`src/rtl/fetch_unit_if.sv`:
```
// Instruction-memory request/response channel used by fetch_unit.
// The fetch stage drives the master side: req/addr out, ready/rvalid/rdata in.
// The memory (or a testbench model) drives the slave side.
interface fetch_unit_if #(
    parameter int unsigned ADDR_W  = 32,
    parameter int unsigned INSTR_W = 32
);
    logic               req;     // fetch request, held until accepted
    logic [ADDR_W-1:0]  addr;    // fetch address, stable while req && !ready
    logic               ready;   // memory accepts the request this cycle
    logic               rvalid;  // response valid, one cycle per accepted request
    logic [INSTR_W-1:0] rdata;   // fetched instruction

    modport master (output req, output addr, input ready, input rvalid, input rdata);
    modport slave  (input req, input addr, output ready, output rvalid, output rdata);
endinterface

```
`src/rtl/fetch_unit.sv`:
```
// Instruction-fetch stage: owns the PC, runs a single-outstanding request
// handshake to instruction memory, and presents the IF/ID register to decode.
// Redirects (EX branch over decode jump) flush IF/ID and discard any response
// still in flight. Define FETCH_PERF_CNT_EN to add the perf_fetched and
// perf_bubbles counters as extra outputs.
module fetch_unit #(
    parameter int unsigned       ADDR_W   = 32,
    parameter int unsigned       INSTR_W  = 32,
    parameter int unsigned       PC_STEP  = 4,
    parameter logic [ADDR_W-1:0] RESET_PC = '0
) (
    input  logic               clk,
    input  logic               rst_n,
    fetch_unit_if.master       imem,
    input  logic               id_stall,
    input  logic [1:0]         jmp_sel,
    input  logic [ADDR_W-1:0]  jmp_imm_target,
    input  logic [ADDR_W-1:0]  jmp_reg_target,
    input  logic               branch_taken,
    input  logic [ADDR_W-1:0]  branch_target,
    output logic               if_valid,
    output logic [INSTR_W-1:0] if_instr,
    output logic [ADDR_W-1:0]  if_pc
`ifdef FETCH_PERF_CNT_EN
    ,
    output logic [31:0]        perf_fetched,
    output logic [31:0]        perf_bubbles
`endif
);

    typedef enum logic [1:0] {
        S_IDLE,  // first cycle after reset release
        S_REQ,   // request presented, waiting for acceptance
        S_WAIT,  // request accepted, waiting for the response
        S_HOLD   // response parked in the buffer while decode stalls
    } state_t;

    state_t             state, state_nx;
    logic [ADDR_W-1:0]  pc, pc_nx;
    logic               kill, kill_nx;          // in-flight response must be dropped
    logic [ADDR_W-1:0]  req_addr, req_addr_nx;  // address of the outstanding request
    logic [INSTR_W-1:0] buf_instr, buf_instr_nx;
    logic [ADDR_W-1:0]  buf_pc, buf_pc_nx;
    logic               if_valid_nx;
    logic [INSTR_W-1:0] if_instr_nx;
    logic [ADDR_W-1:0]  if_pc_nx;

    logic               accept;
    logic               jmp_valid;
    logic               redirect;
    logic [ADDR_W-1:0]  target;

    // Redirect request and target: EX branch wins over decode's jump, and a
    // jump is only honoured while IF/ID actually holds the jumping instruction.
    always_comb begin
        jmp_valid = if_valid && (jmp_sel == 2'b01 || jmp_sel == 2'b10);
        redirect  = branch_taken || jmp_valid;
        if (branch_taken)          target = branch_target;
        else if (jmp_sel == 2'b01) target = jmp_imm_target;
        else                       target = jmp_reg_target;
    end

    assign accept    = (state == S_REQ) && imem.ready;
    assign imem.req  = (state == S_REQ);
    assign imem.addr = pc;

    // State register and IF/ID pipeline register.
    always_ff @(posedge clk or negedge rst_n) begin
        // NOTE: non-blocking assignments so every register updates from pre-edge values.
        if (!rst_n) begin
            state     <= S_IDLE;
            pc        <= RESET_PC;
            kill      <= 1'b0;
            req_addr  <= '0;
            // NOTE: the one-entry buffer is plain flops, so it is reset with everything else.
            buf_instr <= '0;
            buf_pc    <= '0;
            if_valid  <= 1'b0;
            if_instr  <= '0;
            if_pc     <= '0;
        end else begin
            state     <= state_nx;
            pc        <= pc_nx;
            kill      <= kill_nx;
            req_addr  <= req_addr_nx;
            buf_instr <= buf_instr_nx;
            buf_pc    <= buf_pc_nx;
            if_valid  <= if_valid_nx;
            if_instr  <= if_instr_nx;
            if_pc     <= if_pc_nx;
        end
    end

    // Next-state, PC and IF/ID update; a redirect overrides the normal flow last.
    always_comb begin
        // NOTE: every signal gets a default first so no latch can be inferred.
        state_nx     = state;
        pc_nx        = pc;
        kill_nx      = kill;
        req_addr_nx  = req_addr;
        buf_instr_nx = buf_instr;
        buf_pc_nx    = buf_pc;
        if_instr_nx  = if_instr;
        if_pc_nx     = if_pc;
        // Decode consumes IF/ID every unstalled cycle; without a new load it becomes a bubble.
        if_valid_nx  = id_stall ? if_valid : 1'b0;

        unique case (state)
            S_IDLE: state_nx = S_REQ;
            S_REQ: begin
                if (accept) begin
                    state_nx    = S_WAIT;
                    req_addr_nx = pc;
                    pc_nx       = pc + ADDR_W'(PC_STEP);
                end
            end
            S_WAIT: begin
                if (imem.rvalid) begin
                    state_nx = S_REQ;
                    if (kill) begin
                        kill_nx = 1'b0;
                    end else if (!id_stall) begin
                        if_valid_nx = 1'b1;
                        if_instr_nx = imem.rdata;
                        if_pc_nx    = req_addr;
                    end else begin
                        buf_instr_nx = imem.rdata;
                        buf_pc_nx    = req_addr;
                        state_nx     = S_HOLD;
                    end
                end
            end
            S_HOLD: begin
                if (!id_stall) begin
                    if_valid_nx = 1'b1;
                    if_instr_nx = buf_instr;
                    if_pc_nx    = buf_pc;
                    state_nx    = S_REQ;
                end
            end
            default: state_nx = S_IDLE;
        endcase

        if (redirect) begin
            pc_nx        = target;
            if_valid_nx  = 1'b0;
            buf_instr_nx = '0;
            buf_pc_nx    = '0;
            unique case (state)
                S_REQ: begin
                    // An old request accepted on the redirect edge is still in flight.
                    state_nx = accept ? S_WAIT : S_REQ;
                    kill_nx  = accept;
                end
                S_WAIT: begin
                    // A response arriving on the redirect edge is simply dropped.
                    state_nx = imem.rvalid ? S_REQ : S_WAIT;
                    kill_nx  = !imem.rvalid;
                end
                S_HOLD:  state_nx = S_REQ;
                default: state_nx = S_REQ;
            endcase
        end
    end

`ifdef FETCH_PERF_CNT_EN
    logic loaded;
    // With no stall, IF/ID is only valid next cycle if something was loaded into it.
    assign loaded = !id_stall && if_valid_nx;

    // Free-running performance counters, wrapping at 2^32.
    always_ff @(posedge clk or negedge rst_n) begin
        if (!rst_n) begin
            perf_fetched <= '0;
            perf_bubbles <= '0;
        end else begin
            if (loaded)               perf_fetched <= perf_fetched + 32'd1;
            if (!if_valid && !id_stall) perf_bubbles <= perf_bubbles + 32'd1;
        end
    end
`else
    // Performance counters are not built in this configuration.
`endif

endmodule

```
`src/flat_wrapper.sv`:
```
// flat-port wrapper written by rule: the top's interface ports become plain ports
module fetch_unit_flat 
#(
    parameter int unsigned       ADDR_W   = 32,
    parameter int unsigned       INSTR_W  = 32,
    parameter int unsigned       PC_STEP  = 4,
    parameter logic [ADDR_W-1:0] RESET_PC = '0
)
  (clk, rst_n, id_stall, jmp_sel, jmp_imm_target, jmp_reg_target, branch_taken, branch_target, if_valid, if_instr, if_pc, imem_req, imem_addr, imem_ready, imem_rvalid, imem_rdata);
  fetch_unit_if #(.ADDR_W(ADDR_W), .INSTR_W(INSTR_W)) imem_i ();
  input  logic clk;
  input  logic rst_n;
  input  logic id_stall;
  input  logic [1:0] jmp_sel;
  input  logic [ADDR_W-1:0] jmp_imm_target;
  input  logic [ADDR_W-1:0] jmp_reg_target;
  input  logic branch_taken;
  input  logic [ADDR_W-1:0] branch_target;
  output logic if_valid;
  output logic [INSTR_W-1:0] if_instr;
  output logic [ADDR_W-1:0] if_pc;
  output wire logic [$bits(imem_i.req)-1:0] imem_req;
  output wire logic [$bits(imem_i.addr)-1:0] imem_addr;
  input wire logic [$bits(imem_i.ready)-1:0] imem_ready;
  input wire logic [$bits(imem_i.rvalid)-1:0] imem_rvalid;
  input wire logic [$bits(imem_i.rdata)-1:0] imem_rdata;
  assign imem_req = imem_i.req;
  assign imem_addr = imem_i.addr;
  assign imem_i.ready = imem_ready;
  assign imem_i.rvalid = imem_rvalid;
  assign imem_i.rdata = imem_rdata;
  fetch_unit #(.ADDR_W(ADDR_W), .INSTR_W(INSTR_W), .PC_STEP(PC_STEP), .RESET_PC(RESET_PC)) u_core (.clk(clk), .rst_n(rst_n), .imem(imem_i), .id_stall(id_stall), .jmp_sel(jmp_sel), .jmp_imm_target(jmp_imm_target), .jmp_reg_target(jmp_reg_target), .branch_taken(branch_taken), .branch_target(branch_target), .if_valid(if_valid), .if_instr(if_instr), .if_pc(if_pc));
endmodule
```
`config.mk`:
```
export PLATFORM = sky130hd
export DESIGN_NAME = fetch_unit_flat
export DESIGN_NICKNAME = d
export VERILOG_FILES = /design/src/rtl/fetch_unit_if.sv /design/src/rtl/fetch_unit.sv /design/src/flat_wrapper.sv
export SDC_FILE = /design/constraint.sdc
export NUM_CORES = 1
export LEC_CHECK = 0
export CELL_PAD_IN_SITES_DETAIL_PLACEMENT = 1
export CELL_PAD_IN_SITES_GLOBAL_PLACEMENT = 1
export CORE_MARGIN = 2
export CORE_UTILIZATION = 35
export CTS_BUF_LIST = sky130_fd_sc_hd__clkbuf_4
export CTS_CLUSTER_DIAMETER = 100
export DETAILED_ROUTE_END_ITERATION = 10
export HOLD_SLACK_MARGIN = 0.03
export PLACE_DENSITY_LB_ADDON = 0.1
export SLEW_MARGIN = 40
export SYNTH_ARGS = -nofsm -noshare
export SYNTH_HDL_FRONTEND = slang
export SYNTH_SLANG_ARGS = --single-unit
```
`constraint.sdc`:
```
create_clock -name clk -period 2.1 [get_ports clk]
set_input_delay 0.63 -clock clk [delete_from_list [all_inputs] [get_ports clk]]
set_output_delay 0.63 -clock clk [all_outputs]
set_load 0.005 [all_outputs]
```
==> metrics.md, run 1 <==
| Metric | Value |
|---|---|
| Largest area contributor in the netlist | `dfrtp_1` |
| First-pass GRT wire length | `46550 um` |
| Vias in the first global route | `8674` |
| Post-route ant nets | `0` |
| Setup ws final | `-4.126 ps` |
| Chip width | `167.0 um` |
| Slew Limit Headroom | `0.6240` |
| Synth top area share | `0.5272` |
| Most used DFF post-synth | `dfrtp_1` |
| Reg2reg setup slack | `-4 ps` |
| Outcome | `finished with violations` |
| Worst-path fanout max | `5` |
| Largest cells by area after synthesis | `dfrtp_1, mux2i_1, a21oi_1` |
| DIE AREA | `27900 um2` |
| Post-synth EDFFs | `0` |
| Row cnt | `59` |
| Post-DP HPWL | `20670 um` |
| DRT iter0 DRCs | `395` |
| PwrDens | `979.5 nW/um2` |
| Starting density of the core | `0.3570` |
| Failing checks | `setup timing` |
| Initial antenna violation count | `2` |
| Synth cell count leaders | `dfrtp_1, a21oi_1, nand2_1` |
| Sink Count | `196` |
| CP cell instances | `inv_2 > ha_4 > buf_4 > nand3_2 > or4_4 > buf_4 > nor3_2 > xnor2_1 > a21oi_2` |
| Largest net degree at the start of global routing | `47` |
| M2 GR Usage | `0.3475` |
| Fillcell total | `2971` |
| Area Overhead vs Synth | `43.82%` |
| Clk root buf | `clkbuf_4` |
| Hold Violations, Final | `0` |
| IO Port Bufs | `233` |
| Synthesized area per cell | `9.782 um2` |
| Drt first pass iters | `4` |
| Post-route cell area | `13380 um2` |
| Ys async rst share | `1.000` |
| Lkg Pwr | `5.539 nW` |
| Dominant cell by count in the synthesized netlist | `dfrtp_1` |
| Cell Area, Placed | `12710 um2` |
| YS warnings | `0` |
| Tot GR Track Use | `0.2092` |
| CTS H-tree lvls | `4` |
| Post-synth cell types | `41` |
| Crit path capture type | `flop` |
| Fin crit period | `2104 ps` |
| Period utilisation layout | `1.002` |
| DRC | `0` |
| Core area | `26060 um2` |
| Hold WC Path Type | `in2async` |
| M1 GR Usage | `0.2744` |
| Nets | `1413` |
| Crit path top cell by count | `buf_4` |
| Seq/Total Area, Yosys | `0.5272` |
| RSZ-0062 raised after global routing | `true` |
| Slowest CP cell | `or4_4` |
| Final wirelength | `28940 um` |
| Seq cells post-synth | `196` |
| Final Util | `0.5134` |
| Critical Path Source Type | `flop` |
| Setup Skew | `18.67 ps` |
| RePlAce Congestion | `0.7717` |
| CP required | `2610 ps` |
| GR Util met3 | `0.04824` |
| Fin cells | `1622` |
| Max Freq | `475.3 MHz` |
| Vias | `8165` |
| CTS max path bufs | `2` |
| Worst-margin pin slew | `562.6 ps` |
| Post-Synthesis Cells | `951` |
| Max-cap violations | `0` |
| Busiest grt layer | `met2` |
| Die Y | `167.0 um` |
| Net Count, Synth | `1092` |
| IO Pins | `234` |
| Peak VDD IR | `0.4022 mV` |
| Cells after DPL | `1535` |
| Crit Path Category | `reg2reg` |
| Clk_lat worst skew | `610 ps` |
| WL/cell | `17.84 um` |
| WHS | `491.5 ps` |
| Pre-CTS worst setup slack | `-424.5 ps` |
| Setup_tns | `-4.126 ps` |
| Power Total | `13.10 mW` |
| Mapped cell area | `9303 um2` |
| Peak per-stage delay on the critical path | `600 ps` |
| Final setup violation count | `1` |
| CP arrival | `2610 ps` |
| CTS Buf Count | `17` |
| Grt ovf | `0` |
| Via density | `5.034` |
| Layout cells sized above 1 | `0.1891` |
| Clk pin slew, worst setup/hold paths | `180 ps` |
| CTS tree | `yes` |
| Max-slew violation count | `0` |
[layout by cell type (no fill, tap or decap), drive strengths merged]
master,count
and3,2
a311o,1
inv,14
diode,2
o211ai,1
nor2,106
nor3,11
nand2,151
o22ai,2
nor3b,1
xor2,13
clkdlybuf4s15,5
or2,3
clkdlybuf4s50,133
clkinvlp,2
o41ai,1
dlygate4sd3,1
nand2b,2
or3,1
nand3,11
clkinv,7
nand4,13
dlygate4sd2,85
clkbuf,21
and2,1
o21ai,4
mux2,29
dfrtp,196
or4,2
xnor2,15
nor2b,3
buf,140
a21oi,167
mux2i,98
ha,5
o311ai,1
nor4,7
a211oi,29
a21o,1
[kinds of logic (layout without fill, tap and decap cells)]
kind of cell | Yosys count | after routing | synth area share
compound gates | 207 | 207 | 0.1225
other cells | 0 | 2 | 0
flops | 196 | 196 | 0.5272
simple gates | 314 | 314 | 0.1455
xor+xnor | 28 | 28 | 0.02636
buf+inv | 74 | 408 | 0.03107
mux | 127 | 127 | 0.1406
fa+ha+maj | 5 | 5 | 0.006725
[flip-flops by register name (all words and copies together), names as in the netlist]
signal,count
u_core.buf_pc,32
u_core.if_instr,32
u_core.state,2
u_core.if_valid,1
u_core.if_pc,32
u_core.buf_instr,32
u_core.imem.addr,32
u_core.req_addr,32
u_core.kill,1
[path summary, 6_finish.rpt]
check,start,cells after the start,end
setup / recovery,u_core.state[1],9,u_core.imem.addr[23]
hold / removal,rst_n,2,u_core.buf_instr[5]
setup reg to reg,u_core.state[1],9,u_core.imem.addr[23]
hold reg to reg,u_core.buf_pc[3],2,u_core.buf_pc[3]
max in group asynchronous,rst_n,3,u_core.buf_pc[7]
min in group clk,branch_taken,3,u_core.imem.addr[30]
[final cells by class]
class                      instances  area (um2)  area share
clock inverter                    15       146.4     0.01094
timing repair buffer             368        3520      0.2631
clock buffer                      17       127.6    0.009539
multi-input combinational        681        4213      0.3149
sequential                       196        4918      0.3676
tap                              335       419.2     0.03133
inverter                           8       30.03    0.002244
antenna                            2       5.005   0.0003741
[critical path: cells and delay by family, from the launching register on]
family	cells	cell delay (ps)
buffers and inverters	3	360
AND/OR/NAND/NOR	3	840
XOR/XNOR	1	160
flip-flops	1	430
AO/OA/AOI/OAI	1	80
adder cells (fa/ha/maj)	1	140
[power breakdown]
part	switching [mW]	internal (mW)	leakage (nW)
combinational	2.53	2.95	3.01
sequential	0.753	4.87	2.39
clock	1.47	0.527	0.146
total	4.75	8.35	5.54
[what timing repair did]
item | 4_1_cts | 5_1_grt
hold endpoints to repair | 39 | 0
endpoints found under the setup margin | 98 | 19
pin swaps | 0 | 11
gates resized for setup | 143 | 16
hold buffers | 1 | 0
buffers inserted | 43 | 10
[routing by layer]
layer | share of wire | vias to the layer above
li1 | - | 3938
met1 | 0.46 | 3975
met2 | 0.47 | 227
met3 | 0.054 | 25
met4 | 0.013 | 0
met5 | 0 | -
Power figures use the tool's default switching activity.
==> run 2: changes to the inputs <==
Settings changed: CORE_ASPECT_RATIO set to 0.6, SLEW_MARGIN 40 to 20.
==> run 2 against run 1 <==
  * The flow still finishes with violations (setup timing)
  * Worst hold slack lost 25 ps
  * Routed wire length is 7.8% higher
  * Critical path type is now reg2out
  * Critical endpoint is now imem_req
  * First-iteration DRC count up 17%
  * Maximum frequency decreased by 2.4%
  * Clock skew grew 14 ps
  * Highest routed layer is now met5
==> metrics.md, run 2 (same netlist as run 1, synthesis figures left out) <==
| Metric | Value |
|---|---|
| IO Port Bufs | `233` |
| Hold WC Path Type | `in2async` |
| Commonest non-fill, non-tap cell in the layout | `dfrtp_1` |
| DRC | `0` |
| Layout cells sized above 1 | `0.1984` |
| CTS Buf Count | `17` |
| PwrDens | `1003 nW/um2` |
| Via density | `4.998` |
| Fillcell total | `3000` |
| Max-slew violation count | `0` |
| IO Pins | `234` |
| Sink Count | `196` |
| Core area | `26250 um2` |
| DIE AREA | `27940 um2` |
| Hold Violations, Final | `0` |
| Slowest CP cell | `dfrtp_1` |
| Outcome | `finished with violations` |
| Worst R2R Start | `u_core.imem.addr[12]` |
| CTS max path bufs | `2` |
| Failing checks | `setup timing` |
| Critical Path Source Type | `flop` |
| Crit Path Category | `reg2out` |
| Crit path capture type | `output pin` |
| Nets | `1418` |
| CP bufs+invs | `3` |
| RePlAce Congestion | `0.8301` |
| Starting density of the core | `0.3545` |
| Post-route ant nets | `0` |
| Grt ovf | `0` |
| Worst-margin pin slew | `510.8 ps` |
| Max-cap violations | `0` |
| Vias | `8251` |
| Clk pin slew, worst setup/hold paths | `170 ps` |
| CP arrival | `1530 ps` |
| RSZ-0062 raised after global routing | `true` |
| Tot GR Track Use | `0.2292` |
| Peak VDD IR | `0.5120 mV` |
| Die Y | `130.3 um` |
| Chip width | `214.5 um` |
| Final wirelength | `31210 um` |
| Slew Limit Headroom | `0.6587` |
| DRT iter0 DRCs | `461` |
| Crit path top cell by count | `buf_6` |
| Initial antenna violation count | `3` |
| Drt first pass iters | `4` |
| Clk_lat worst skew | `670 ps` |
| Fin crit period | `2155 ps` |
| CP required | `1470 ps` |
| Largest net degree at the start of global routing | `47` |
| Post-DP HPWL | `22310 um` |
| Cells after DPL | `1567` |
| Most frequent cells in the layout | `dfrtp_1, a21oi_1, nand2_1` |
| Reg2reg end | `u_core.imem.addr[27]` |
| Reg2Reg Depth | `6` |
| Reg2reg setup slack | `100 ps` |
| Worst Setup SP | `u_core.state[1]` |
| Lkg Pwr | `5.539 nW` |
| Max Freq | `463.9 MHz` |
| Area Overhead vs Synth | `44.73%` |
| Worst-path fanout max | `4` |
| Setup Skew | `33.00 ps` |
| Power Total | `13.50 mW` |
| Peak per-stage delay on the critical path | `410 ps` |
| Clk root buf | `clkbuf_4` |
| Vias in the first global route | `8448` |
| CTS H-tree lvls | `4` |
| Fin cells | `1651` |
| CP cell instances | `inv_2 > ha_4 > buf_6 > buf_6` |
| CP top delay family | `flip-flops` |
| Pre-CTS worst setup slack | `-433.1 ps` |
| Setup ws final | `-55.48 ps` |
| Final setup violation count | `1` |
| WL/cell | `18.90 um` |
| Period utilisation layout | `1.026` |
| CTS tree | `yes` |
| First-pass GRT wire length | `48960 um` |
| Row cnt | `46` |
| Final Util | `0.5130` |
==> run 2: changes by cell type in the layout (fill, tap and decap cells not counted), moves of 4 or more <==
| cell | delta |
|---|---|
| dfrtp_1 | -5 |
| buf_4 | +11 |
| dfrtp_2 | +5 |
| buf_6 | -4 |
| clkdlybuf4s15_1 | +5 |
==> run 2: through the flow <==
step / setup TNS, ps / hold slack [ps] / instance area (um2)
2_1_floorplan: 0 / 334.4 / 9311
3_3_place_gp: -26010 / 500.2 / 12770
3_5_place_dp: -29270 / 508.4 / 12770
4_1_cts: -134.3 / 413.9 / 13380
5_1_grt: -157.8 / 470.3 / 13460
6_report: -55.48 / 466.9 / 13460
==> run 2: worst max path at each step <==
stage | to | slack [ps] | cells past startpoint
5_1_grt | imem_req | -150 | 4
6_report | imem_req | -60 | 4
2_1_floorplan | u_core.imem.addr[25] | 5 | 9
3_3_place_gp | u_core.imem.addr[23] | -430 | 6
3_5_place_dp | u_core.imem.addr[17] | -430 | 6
4_1_cts | imem_req | -130 | 4
==> run 2: worst reg2reg max path, cell delays in order, from the launching register on <==
cell	delay, ps
dfrtp_2	460
buf_4	140
nand4_4	140
or4_4	680
nor4_4	250
xnor2_1	170
a21oi_2	80
==> run 2: repair_timing <==
item / 4_1_cts / 5_1_grt
setup endpoints to repair: 98 / 38
pin swaps: 0 / 4
setup buffers: 51 / 4
hold buffers: 1 / 0
resized for setup: 149 / 15
hold endpoints to repair: 40 / 0
==> run 2: where the power goes <==
group,switching (mW),internal [mW],leakage (nW)
Clock,1.43,0.874,0.170
Sequential,0.711,4.88,2.38
Combinational,2.64,2.98,2.99
==> run 2: metal layers <==
layer / part of all wire / track usage / wire length, um
met5: 0.00042 / 0 / 13
met2: 0.42 / 0.3365 / 13220
met3: 0.049 / 0.05618 / 1532
met4: 0.015 / 0.06209 / 455
met1: 0.51 / 0.3369 / 15980
==> run 2: cell type report <==
class                      instances  area [um2]  area share
antenna                            1       2.502   0.0001859
timing repair buffer             373        3532      0.2623
multi-input combinational        681        4214      0.3130
inverter                           8       30.03    0.002230
tap                              360       450.4     0.03345
clock buffer                      19       142.6     0.01059
sequential                       196        4925      0.3658
clock inverter                    13       167.7     0.01245
==> run 3: changes to the inputs <==
Settings changed: CELL_PAD_IN_SITES_DETAIL_PLACEMENT 1 to unset, CELL_PAD_IN_SITES_GLOBAL_PLACEMENT 1 to unset, PLACE_DENSITY_LB_ADDON 0.1 to unset.
==> run 3 against run 2 <==
  * The run still ends with setup timing left
  * Sequential cell count unchanged
  * Worst hold slack better by 18 ps
  * Maximum frequency is 1.0% higher
  * Clock skew shrank 11 ps
  * Clock power shrank 12%
  * Via count down 1.8%
  * Count of clock-buffer cells in the layout decreased by 2
  * Register-to-register slack about the same
  * Setup slack better by 21 ps
  * Combinational power shrank 2%
  * Critical endpoint unchanged
==> metrics.md, run 3 (same netlist as run 1, synthesis figures left out) <==
| Metric | Value |
|---|---|
| Outcome | `finished with violations` |
| Failing checks | `setup timing` |
| Power Total | `13.03 mW` |
| Lkg Pwr | `5.507 nW` |
| Final setup violation count | `1` |
| Int Pwr | `8.354 mW` |
| Cell Area, Placed | `12700 um2` |
| Core area | `26250 um2` |
| Worst-margin pin slew | `496.4 ps` |
| Tot GR Track Use | `0.2036` |
| Critical Path Source Type | `flop` |
| Setup Skew | `22.46 ps` |
| Setup ws final | `-34.05 ps` |
| Clk_lat worst skew | `630 ps` |
| Initial antenna violation count | `1` |
| M1 WL | `13700 um` |
| Slew Limit Headroom | `0.6660` |
| Starting density of the core | `0.3545` |
| Row cnt | `46` |
| Grt ovf | `0` |
| Drt first pass iters | `4` |
| Post-route ant nets | `0` |
| Period utilisation layout | `1.016` |
| Sink Count | `196` |
| Hold path startpoint | `branch_taken` |
| DR WL met3 | `1505 um` |
| Peak per-stage delay on the critical path | `450 ps` |
| RePlAce Congestion | `0.8158` |
| IO Port Bufs | `233` |
| Sw frac | `0.3590` |
| Pre-CTS worst setup slack | `-469.1 ps` |
| DRT iter0 DRCs | `439` |
| DIE AREA | `27940 um2` |
| Max Freq | `468.6 MHz` |
| CP cell instances | `ha_4 > buf_6 > buf_6` |
| First-pass GRT wire length | `44060 um` |
| CP required | `1470 ps` |
| Clk pwr share | `0.155` |
| Vias | `8100` |
| Clk pin slew, worst setup/hold paths | `180 ps` |
| CTS Buf Count | `17` |
| Post-route cell area | `13340 um2` |
| Post-DP HPWL | `19660 um` |
| Max-slew violation count | `0` |
| Slowest CP cell | `dfrtp_1` |
| Clk root buf | `clkbuf_4` |
| Crit path capture type | `output pin` |
| CTS tree | `yes` |
| WL/cell | `17.02 um` |
| Peak VDD IR | `0.4605 mV` |
| Sequential Power Share | `0.426` |
| Setup_tns | `-34.05 ps` |
| Combinational share of power | `0.419` |
| PwrDens | `976.8 nW/um2` |
| Hold path cells | `3` |
| Detail Route met2 WL | `12590 um` |
| Vias in the first global route | `7941` |
| DRC | `0` |
| Worst R2R Start | `u_core.imem.addr[6]` |
| CTS H-tree lvls | `4` |
| CTS max path bufs | `2` |
| Reg2Reg Depth | `6` |
| Fillcell total | `2464` |
| Via density | `4.906` |
| Area Overhead vs Synth | `43.43%` |
| Nets | `1418` |
| NetSw | `4.679 mW` |
| Crit Path Category | `reg2out` |
| Hold Path End | `u_core.imem.addr[10]` |
| Hold WC Path Type | `in2reg` |
| Crit path top cell by count | `buf_6` |
| Hold Violations, Final | `0` |
| Layout cells sized above 1 | `0.1946` |
| Commonest non-fill, non-tap cell in the layout | `dfrtp_1` |
| Highest routed layer | `met4` |
| Worst-path fanout max | `6` |
| CP arrival | `1500 ps` |
| Worst Setup SP | `u_core.state[0]` |
| Largest net degree at the start of global routing | `47` |
| Fin crit period | `2134 ps` |
| RSZ-0062 raised after global routing | `true` |
| Final wirelength | `28100 um` |
| IO Pins | `234` |
| Max-cap violations | `0` |
| Most frequent cells in the layout | `dfrtp_1, a21oi_1, nand2_1` |
| Die Y | `130.3 um` |
| Chip width | `214.5 um` |
| Reg2reg setup slack | `100 ps` |
| Reg2reg end | `u_core.imem.addr[27]` |
| WHS | `484.7 ps` |
[run 3: final cells by class]
type	instances	area, um2	area share
inverter	8	30.03	0.002251
multi-input combinational	681	4189	0.3140
tap	360	450.4	0.03376
timing repair buffer	373	3486	0.2613
clock inverter	15	140.1	0.01050
clock buffer	17	127.6	0.009565
sequential	196	4917	0.3685
antenna	1	2.502	0.0001875
[run 3: repair_timing]
item / in CTS / in global routing
gates resized for setup: 148 / 19
hold endpoints to repair: 40 / 0
endpoints found under the setup margin: 98 / 19
setup buffers: 52 / 5
pin swaps: 0 / 5
hold buffers: 1 / 0
[run 3: power by group through the flow]
stage               Combinational [mW]  Clock [mW]  Sequential [mW]
floorplan                         2.43           0             5.65
global placement                  5.39           0             5.69
detailed placement                5.44           0             5.69
CTS                               5.47        2.11             5.53
global route                      6.02        2.26             5.70
finish                            5.47        2.02             5.55
[run 3: metal layers]
layer / GRT usage / vias to the layer above
met4: 0.04453 / 0
met5: 0 / -
met1: 0.2874 / 3974
li1: - / 3941
met3: 0.05408 / 18
met2: 0.3157 / 167
[run 3: worst max-delay path: cells and delay by family, from the launching register on]
kind	cells	cell delay, ps
buffers and inverters	2	250
flip-flops	1	450
adder cells (fa/ha/maj)	1	180
[run 3: metrics by stage]
| stage | instances | util |
|---|---|---|
| floorplan | 951 | - |
| global placement | 1561 | 0.4840 |
| detailed placement | 1561 | 0.4840 |
| CTS | 1645 | 0.5066 |
| global route | 1650 | 0.5083 |
| finish | 1651 | 0.5084 |
[run 3: how the worst max path moves through the flow]
stage                                end  slack (ps)  depth (start not counted)
floorplan           u_core.imem.addr[25]           5                          9
global placement    u_core.imem.addr[15]        -450                          7
detailed placement  u_core.imem.addr[15]        -470                          7
CTS                             imem_req        -130                          4
global route                    imem_req        -140                          4
finish                          imem_req         -30                          3
==> edit (flow settings as in run 1) <==
Encoding of `state_t`: now Gray code (2 bits for 4 states).
--- a/src/rtl/fetch_unit.sv
+++ b/src/rtl/fetch_unit.sv
@@ -30,8 +30,8 @@
 
     typedef enum logic [1:0] {
-        S_IDLE,  // first cycle after reset release
-        S_REQ,   // request presented, waiting for acceptance
-        S_WAIT,  // request accepted, waiting for the response
-        S_HOLD   // response parked in the buffer while decode stalls
+        S_IDLE = 2'b00,  // first cycle after reset release
+        S_REQ  = 2'b01,   // request presented, waiting for acceptance
+        S_WAIT = 2'b11,  // request accepted, waiting for the response
+        S_HOLD = 2'b10   // response parked in the buffer while decode stalls
     } state_t;
 
Formal check against the unedited RTL: same outputs for any inputs over 4 cycles, from zero or initial values and one cycle with rst_n low; so few cycles prove little.
==> edit against run 1 <==
  * Critical path depth fell by 3
  * Setup slack better by 0.095 ns
  * Combinational power is 22% lower
  * Worst hold slack got worse by 0.0071 ns
  * Clock skew rose by 0.0021 ns
  * Area after synthesis down 1.2%
  * Count of clock-buffer cells in the layout is 1 higher
  * Die area shrank 1.2%
  * Routed wire length fell by 8.6%
  * Total power shrank 9.0%
  * Sequential cell count is the same
  * Largest cell class unchanged
  * Critical path type is now primary input to register
  * Final area down 3.1%
==> edit: results (changes against run 1) <==
R2R cell count=6 (was 9); Layout Nets=1421 (was 1413); All-Layer GR Usage=0.1937 (was 0.2092); vias per cell=4.827 (was 5.034); status=complete, no violations (was finished, violations left); leakage power=0.005419 uW (was 0.005539 uW); drt pass-1 iters=6 (was 4); Slew HR=0.6706 (was 0.6240); WL/cell=16.21 um (was 17.84 um); register area share after synthesis=0.5336 (was 0.5272); pin count of the biggest net entering global routing=52 (was 47); first-pass GRT wire length=43640 um (was 46550 um); R2R Path End=u_core.imem.addr[31] (was u_core.imem.addr[23]); share of cells above drive strength 1=0.1312 (was 0.1891); critical path launch point=imem_ready (was u_core.state[1]); clk_lat worst skew=0.56 ns (was 0.61 ns); initial antenna violation count=1 (was 2); Reg-to-Reg Start=u_core.imem.addr[5] (was u_core.state[1]); initial detailed-routing violation count=358 (was 395); overall routed net length=26450 um (was 28940 um); vias in the first global route=8409 (was 8674); dpl cells=1547 (was 1535); worst reg2reg setup slack=0.10 ns (was -0.004 ns); CP peak stage delay=0.64 ns (was 0.60 ns); WP data arrival=2.47 ns (was 2.61 ns); Mapped Nets=1133 (was 1092); Unique masters post-synth=35 (was 41)
edit: cell types whose count changed after synthesis, sizes merged, moves of 4 or more:
| cell | run 1 | this run |
|---|---|---|
| clkbuf | 44 | 49 |
| inv | 8 | 4 |
| xnor2 | 15 | 22 |
| xor2 | 13 | 7 |
| nand2 | 151 | 243 |
| a21oi | 167 | 162 |
| nand3 | 11 | 4 |
| mux2 | 29 | 0 |
edit: routing by layer:
metal / GRT usage / routed length (um) / up-vias / share of wire
met5: 0 / 0 / - / 0
met4: 0.04802 / 250 / 0 / 0.0095
met3: 0.04766 / 1464 / 16 / 0.055
met2: 0.3206 / 12520 / 199 / 0.47
met1: 0.2563 / 12220 / 3727 / 0.46
li1: - / - / 3936 / -
edit: how the worst max path moves through the flow:
stage / end / slack (ns) / depth (start not counted)
final: u_core.imem.addr[31] / 0.09 / 6
after global routing: u_core.imem.addr[31] / -0.02 / 6
after CTS: imem_addr[9] / 0.02 / 2
after detailed placement: u_core.imem.addr[31] / -0.57 / 6
after global placement: u_core.imem.addr[31] / -0.56 / 6
after floorplan: u_core.imem.addr[23] / 0.02 / 8
edit: cell families (layout without fill, tap and decap cells):
kind of cell,Yosys count,count (layout),share of synthesized area
compound gates,199,199,0.1166
xor+xnor,29,29,0.02763
fa+ha+maj,2,2,0.002722
buf+inv,77,377,0.03375
flops,196,196,0.5336
mux,97,97,0.1056
other cells,0,1,0
simple gates,395,396,0.1801
edit: repair_timing:
item                                    CTS  global route
setup buffers                            46             4
hold buffers                              1             0
endpoints found under the setup margin   98             9
endpoints found under the hold margin    44             0
resized for setup                       115            14
cloned                                    0             1
edit: layout make-up:
type,count,area [um2]
antenna,1,2.502
clock buffer,18,135.1
clock inverter,14,148.9
fill,3024,12950
inverter,4,15.01
multi-input combinational,723,4039
sequential,196,4920
tap,335,419.2
timing repair buffer,341,3284
edit: worst reg2reg max path, cell delays in order, from the launching register on:
cell and delay, ns:
dfrtp_1 0.40, buf_4 0.12, nand4_2 0.19, or4_4 0.63, nor4_2 0.31, xnor2_1 0.15
a21oi_1 0.08
edit: metrics by stage:
| stage | area (um2) | utilization | hold slack, ns | setup WS (ns) | setup TNS [ns] |
|---|---|---|---|---|---|
| 2_1_floorplan | 9193 | - | 0.3344 | 0.02025 | 0 |
| 3_3_place_gp | 12340 | 0.4763 | 0.4898 | -0.5621 | -29.46 |
| 3_5_place_dp | 12340 | 0.4763 | 0.4951 | -0.5689 | -36.42 |
| 4_1_cts | 12880 | 0.4969 | 0.4251 | 0.01633 | 0 |
| 5_1_grt | 12960 | 0.5003 | 0.4355 | -0.01508 | -0.01637 |
| 6_report | 12960 | 0.5003 | 0.4843 | 0.09118 | 0 |
edit: where the power goes:
group / switching, uW / internal, uW
Sequential: 727 / 4870
Combinational: 2020 / 2230
Clock: 1340 / 734
Total: 4090 / 7840
